### src/rtl/xadc_drp_arbiter.sv
// Shares the single XADC DRP between EOC-driven automatic readback and a
// software read/write channel, with round-robin arbitration and a response timeout.
module xadc_drp_arbiter #(
    parameter int unsigned TMO_W   = 8,
    parameter int unsigned TMO_MAX = 200
) (
    input  logic        clk_i,
    input  logic        rstn_i,
    input  logic        eoc_i,
    input  logic [4:0]  channel_i,
    input  logic        sw_req_i,
    input  logic        sw_we_i,
    input  logic [6:0]  sw_addr_i,
    input  logic [15:0] sw_wdata_i,
    output logic        sw_ack_o,
    output logic        sw_err_o,
    output logic [15:0] sw_rdata_o,
    output logic        drp_den_o,
    output logic        drp_dwe_o,
    output logic [6:0]  drp_daddr_o,
    output logic [15:0] drp_di_o,
    input  logic [15:0] drp_do_i,
    input  logic        drp_drdy_i,
    output logic        smp_valid_o,
    output logic [6:0]  smp_addr_o,
    output logic [11:0] smp_data_o,
    output logic [7:0]  ovf_cnt_o
);

    localparam int unsigned OVF_W = 8;

    typedef enum logic [1:0] {
        IDLE      = 2'd0,
        AUTO_WAIT = 2'd1,
        SW_WAIT   = 2'd2
    } state_t;

    state_t           r_state;
    state_t           w_state_nxt;
    logic             r_eoc_pend;
    logic [4:0]       r_ch_q;
    logic             r_last_sw;
    logic [TMO_W-1:0] r_tmo_cnt;

    logic             w_idle_free;
    logic             w_grant_auto;
    logic             w_grant_sw;
    logic             w_tmo_hit;
    logic             w_done;

    logic             w_den_nxt;
    logic             w_dwe_nxt;
    logic [6:0]       w_daddr_nxt;
    logic [15:0]      w_di_nxt;
    logic             w_ack_nxt;
    logic             w_err_nxt;
    logic [15:0]      w_rdata_nxt;
    logic             w_smp_valid_nxt;
    logic [6:0]       w_smp_addr_nxt;
    logic [11:0]      w_smp_data_nxt;
    logic [TMO_W-1:0] w_tmo_nxt;

    // A cycle showing an ack or sample pulse is dead for arbitration (DEN spacing >= 4).
    always_comb begin
        w_idle_free  = (r_state == IDLE) && !sw_ack_o && !smp_valid_o;
        w_grant_auto = w_idle_free && r_eoc_pend && (!sw_req_i || r_last_sw);
        w_grant_sw   = w_idle_free && sw_req_i && (!r_eoc_pend || !r_last_sw);
        w_tmo_hit    = !drp_drdy_i && (r_tmo_cnt == TMO_W'(TMO_MAX));
        w_done       = drp_drdy_i || w_tmo_hit;
    end

    always_ff @(posedge clk_i or negedge rstn_i) begin
        if (!rstn_i) begin
            r_state <= IDLE;
        end else begin
            r_state <= w_state_nxt;
        end
    end

    always_comb begin
        w_state_nxt = r_state;
        case (r_state)
            IDLE: begin
                if (w_grant_auto) begin
                    w_state_nxt = AUTO_WAIT;
                end else if (w_grant_sw) begin
                    w_state_nxt = SW_WAIT;
                end
            end
            AUTO_WAIT, SW_WAIT: begin
                if (w_done) begin
                    w_state_nxt = IDLE;
                end
            end
            default: w_state_nxt = IDLE;
        endcase
    end

    always_comb begin
        w_den_nxt       = 1'b0;
        w_dwe_nxt       = 1'b0;
        w_daddr_nxt     = drp_daddr_o;
        w_di_nxt        = drp_di_o;
        w_ack_nxt       = 1'b0;
        w_err_nxt       = 1'b0;
        w_rdata_nxt     = sw_rdata_o;
        w_smp_valid_nxt = 1'b0;
        w_smp_addr_nxt  = smp_addr_o;
        w_smp_data_nxt  = smp_data_o;
        w_tmo_nxt       = r_tmo_cnt;
        case (r_state)
            IDLE: begin
                if (w_grant_auto) begin
                    w_den_nxt   = 1'b1;
                    w_daddr_nxt = {2'b00, r_ch_q};
                    w_tmo_nxt   = '0;
                end else if (w_grant_sw) begin
                    w_den_nxt   = 1'b1;
                    w_dwe_nxt   = sw_we_i;
                    w_daddr_nxt = sw_addr_i;
                    w_di_nxt    = sw_wdata_i;
                    w_tmo_nxt   = '0;
                end
            end
            AUTO_WAIT: begin
                if (drp_drdy_i) begin
                    w_smp_valid_nxt = 1'b1;
                    w_smp_addr_nxt  = drp_daddr_o;
                    w_smp_data_nxt  = drp_do_i[15:4];
                end else if (!w_tmo_hit) begin
                    w_tmo_nxt = r_tmo_cnt + TMO_W'(1);
                end
            end
            SW_WAIT: begin
                if (drp_drdy_i) begin
                    w_ack_nxt   = 1'b1;
                    w_rdata_nxt = drp_do_i;
                end else if (w_tmo_hit) begin
                    w_ack_nxt   = 1'b1;
                    w_err_nxt   = 1'b1;
                    w_rdata_nxt = 16'h0000;
                end else begin
                    w_tmo_nxt = r_tmo_cnt + TMO_W'(1);
                end
            end
            default: ;
        endcase
    end

    // EOC latch: a newer EOC overwrites an ungranted one and counts as lost.
    always_ff @(posedge clk_i or negedge rstn_i) begin
        if (!rstn_i) begin
            r_eoc_pend <= 1'b0;
            r_ch_q     <= '0;
            r_last_sw  <= 1'b0;
            ovf_cnt_o  <= '0;
        end else begin
            if (eoc_i) begin
                r_eoc_pend <= 1'b1;
                r_ch_q     <= channel_i;
                if (r_eoc_pend && !w_grant_auto && (ovf_cnt_o != {OVF_W{1'b1}})) begin
                    ovf_cnt_o <= ovf_cnt_o + OVF_W'(1);
                end
            end else if (w_grant_auto) begin
                r_eoc_pend <= 1'b0;
            end
            if (w_grant_auto || w_grant_sw) begin
                r_last_sw <= w_grant_sw;
            end
        end
    end

    always_ff @(posedge clk_i or negedge rstn_i) begin
        if (!rstn_i) begin
            drp_den_o   <= 1'b0;
            drp_dwe_o   <= 1'b0;
            drp_daddr_o <= '0;
            drp_di_o    <= '0;
            sw_ack_o    <= 1'b0;
            sw_err_o    <= 1'b0;
            sw_rdata_o  <= '0;
            smp_valid_o <= 1'b0;
            smp_addr_o  <= '0;
            smp_data_o  <= '0;
            r_tmo_cnt   <= '0;
        end else begin
            drp_den_o   <= w_den_nxt;
            drp_dwe_o   <= w_dwe_nxt;
            drp_daddr_o <= w_daddr_nxt;
            drp_di_o    <= w_di_nxt;
            sw_ack_o    <= w_ack_nxt;
            sw_err_o    <= w_err_nxt;
            sw_rdata_o  <= w_rdata_nxt;
            smp_valid_o <= w_smp_valid_nxt;
            smp_addr_o  <= w_smp_addr_nxt;
            smp_data_o  <= w_smp_data_nxt;
            r_tmo_cnt   <= w_tmo_nxt;
        end
    end

endmodule
### config.mk
export PLATFORM = sky130hd
export DESIGN_NAME = xadc_drp_arbiter
export DESIGN_NICKNAME = d
export VERILOG_FILES = /design/src/rtl/xadc_drp_arbiter.sv
export SDC_FILE = /design/constraint.sdc
export NUM_CORES = 1
export LEC_CHECK = 0
export CORE_AREA = 3 3 100 102
export DETAILED_ROUTE_END_ITERATION = 10
export DIE_AREA = 0 0 103 105
export PLACE_DENSITY_LB_ADDON = 0.08
export REMOVE_ABC_BUFFERS = 1
export SLEW_MARGIN = 20
export SYNTH_ARGS = -nofsm -noshare
export SYNTH_HDL_FRONTEND = slang
export SYNTH_SLANG_ARGS = --single-unit
export TNS_END_PERCENT = 100
### constraint.sdc
create_clock -name clk_i -period 4.2 [get_ports clk_i]
set_input_delay 0.42 -clock clk_i [delete_from_list [all_inputs] [get_ports clk_i]]
set_output_delay 0.42 -clock clk_i [all_outputs]
set_load 0.02 [all_outputs]
==> impl_metrics.json <==
{
  "synth_area_sq_mm": 0.00364,
  "synthXorXnorAreaFrac_pct": 1.20,
  "yosysUniqueCellTypes": 44,
  "worst_slew_pin_slew_ns": 1.00,
  "cap_violations": 0,
  "cts_hold_buf": 0,
  "synthFlopType": "dfrtp_1",
  "status": "complete, no violations",
  "power.internal_mw": 2.59,
  "io_pins": 121,
  "start_kind": "flip-flop",
  "synth_warnings": 0,
  "wire_per_inst_um": 15.7,
  "fin_total_pwr_mw": 4.11,
  "required_ns": 4.40,
  "synth_mux_area_share_pct": 8.35,
  "fin_tns_setup_ns": 0,
  "r2r_cells": 6,
  "fin_crit_sh_pct": 52.5,
  "grt_pass1_vias": 2751,
  "p_seq_share_pct": 35.1,
  "ant_nets": 0,
  "cts_tree": "yes",
  "relSlewSlack_pct": 33.0,
  "drt_wl_total_um": 8550,
  "diodes": 0,
  "drt_iter0_drc": 125,
  "cts_resized": 0,
  "clk_pin_slew_worst_paths_ns": 0.08,
  "setup_viol": 0,
  "drtPass1Iterations": 4,
  "synth-simple-area-share_pct": 14.3,
  "cts-buffers-inserted": 9,
  "skew_ns": 0.0131,
  "p_leak_nw": 2.34,
  "instances_no_fill": 546,
  "regToRegStartpoint": "r_state[1]$_DFFE_PN0P_",
  "pre_cts_ws_ns": 1.89,
  "multiInputGateArea_sq_mm": 0.00135,
  "hold_slack_ns": 0.178,
  "crit_fanout": 23,
  "end_kind": "flip-flop",
  "syn_inst": 311,
  "p_switching_mw": 1.51,
  "synth_seq_cells": 88,
  "final_util_pct": 56.5,
  "fill_cells": 782,
  "grt_max_degree": 68,
  "rsz0062_at_grt": "no",
  "synth-edff-count": 0,
  "p_sw_share_pct": 36.8,
  "die_y_um": 105,
  "hold_viol": 0,
  "dp_hpwl_um": 5900,
  "clock_latency_ns": 0.35,
  "htree_num_levels": 3,
  "nets": 486,
  "coreArea_sq_mm": 0.00920,
  "power.density_mw_per_mm2": 790,
  "fin_ws_ns": 2.00,
  "dp.cells": 530,
  "syn_avg_cell_area_sq_um": 11.7,
  "clock_path_buffers": 2,
  "synth_top_family_by_area": "simple AND/OR/NAND/NOR gates",
  "grt_usage_pct": 16.3,
  "synth_compound_area_share_pct": 11.0,
  "reg2reg_slack_ns": 2.00,
  "rr_endpoint": "drp_daddr_o[2]$_DFFE_PN0P_",
  "yosysSeqAreaShare_pct": 60.5,
  "die_w_um": 103,
  "overflow": 0,
  "power.share.combinational_pct": 46.2,
  "max_clock_freq_ghz": 0.454,
  "die_area_sq_mm": 0.0108,
  "async_reset_ff_share_pct": 100,
  "p_clk_share_pct": 18.8,
  "cts.sinks": 88,
  "cts_root_buf": "clkbuf_8",
  "rows": 35,
  "hp-class": "input pin to async pin",
  "crit_type": "flip-flop to flip-flop",
  "fin_crit_ns": 2.20,
  "via_count": 2726,
  "syn_to_final_growth_pct": 42.8,
  "place_area_sq_mm": 0.00493,
  "vdd.ir_drop.worst_v": 0.000296,
  "seqCellArea_sq_mm": 0.00220,
  "initial_core_util_pct": 39.6,
  "synthAdderAreaFrac_pct": 2.06,
  "viasPerCell": 4.99,
  "portBuffers": 120,
  "final_area_sq_mm": 0.00520,
  "slew_viol_final": 0,
  "drc": 0,
  "place_congestion": 0.743,
  "postCtsSetupBuffers": 0,
  "drive_above_1_share_pct": 11.7,
  "grt_pass1_wl_um": 14000,
  "antenna_found_initial": 0,
  "crit_arrival_ns": 2.40
}
power groups by stage:
stage / logic, mW / clock network [mW] / registers (mW)
after global routing: 2.05 / 0.824 / 1.49
final: 1.90 / 0.770 / 1.44
after global placement: 1.90 / 0 / 1.44
after CTS: 1.92 / 0.787 / 1.44
after detailed placement: 1.91 / 0 / 1.45
after floorplan: 0.670 / 0 / 1.80
Yosys cell counts, types with 5 or more instances:
cell type	n	share of area, %
dfrtp_1	88	60
ha_1	6	2.1
o21ai_0	5	0.69
a22o_1	19	4.6
mux2_2	27	8.4
nand2_1	70	7.2
clkbuf_1	7	0.72
inv_1	10	1.0
buf_2	5	0.69
xor2_1	5	1.2
a31oi_1	8	1.4
nor2_1	9	0.93
nand3_1	8	1.1
worst max-delay path by stage:
stage,from,end,slack [ns],cells after the start
after floorplan,r_state[0]$_DFFE_PN0P_,ovf_cnt_o[1]$_DFFE_PN0P_,2.40,6
after global placement,eoc_i,ovf_cnt_o[1]$_DFFE_PN0P_,1.90,5
after detailed placement,drp_drdy_i,smp_data_o[6]$_DFFE_PN0P_,1.89,3
after CTS,r_state[0]$_DFFE_PN0P_,drp_daddr_o[2]$_DFFE_PN0P_,1.94,6
after global routing,r_state[1]$_DFFE_PN0P_,drp_daddr_o[3]$_DFFE_PN0P_,1.72,6
final,r_state[1]$_DFFE_PN0P_,drp_daddr_o[2]$_DFFE_PN0P_,2.00,6
cell families after synthesis:
| group | after synthesis |
|---|---|
| flip-flops | 88 |
| multiplexers | 27 |
| adder cells (fa/ha/maj) | 6 |
| XOR/XNOR | 5 |
| AO/OA/AOI/OAI | 51 |
| AND/OR/NAND/NOR | 111 |
| buffers and inverters | 23 |
cell usage in the layout, fill, tap and decap left out, types with 3 or more instances in the layout:
master	count
a22o_1	19
a31oi_1	8
bufinv_16	4
clkbuf_8	10
clkdlybuf4s50_1	119
dfrtp_1	88
ha_1	6
inv_1	10
mux2_2	27
nand2_1	70
nand3_1	8
nor2_1	9
nor3_1	3
o21ai_0	5
xor2_1	5
metal layers:
layer	GRT usage, %	routed length [um]	share of wire, %	up-vias
li1	-	-	-	1318
met2	24.1	3850	45	100
met3	5.07	728	8.5	11
met1	22.7	3860	45	1297
met4	5.18	113	1.3	0
met5	0	0	0	-
critical path, stage by stage, from the launching register on:
cell	delay [ns]
dfrtp_1	0.38
inv_1	0.10
ha_1	0.24
nor3b_4	0.27
nand3_1	0.68
nand2_1	0.26
a31oi_1	0.11
state kept, by name (all words and copies together), names as in the netlist:
name / cells
smp_data_o: 12
drp_dwe_o: 1
drp_den_o: 1
r_tmo_cnt: 8
sw_ack_o: 1
sw_rdata_o: 16
smp_valid_o: 1
drp_di_o: 16
smp_addr_o: 7
ovf_cnt_o: 8
drp_daddr_o: 7
r_last_sw: 1
sw_err_o: 1
r_eoc_pend: 1
r_ch_q: 5
r_state: 2
layout make-up:
class | count | share of cell area, %
clock buffers | 11 | 2.72
clock inverters | 5 | 2.45
inverters | 10 | 0.722
multi-input cells | 200 | 25.9
flip-flops and latches | 88 | 42.3
well taps | 111 | 2.67
repair buffers | 121 | 23.2
(Power assumes the default switching activity.)
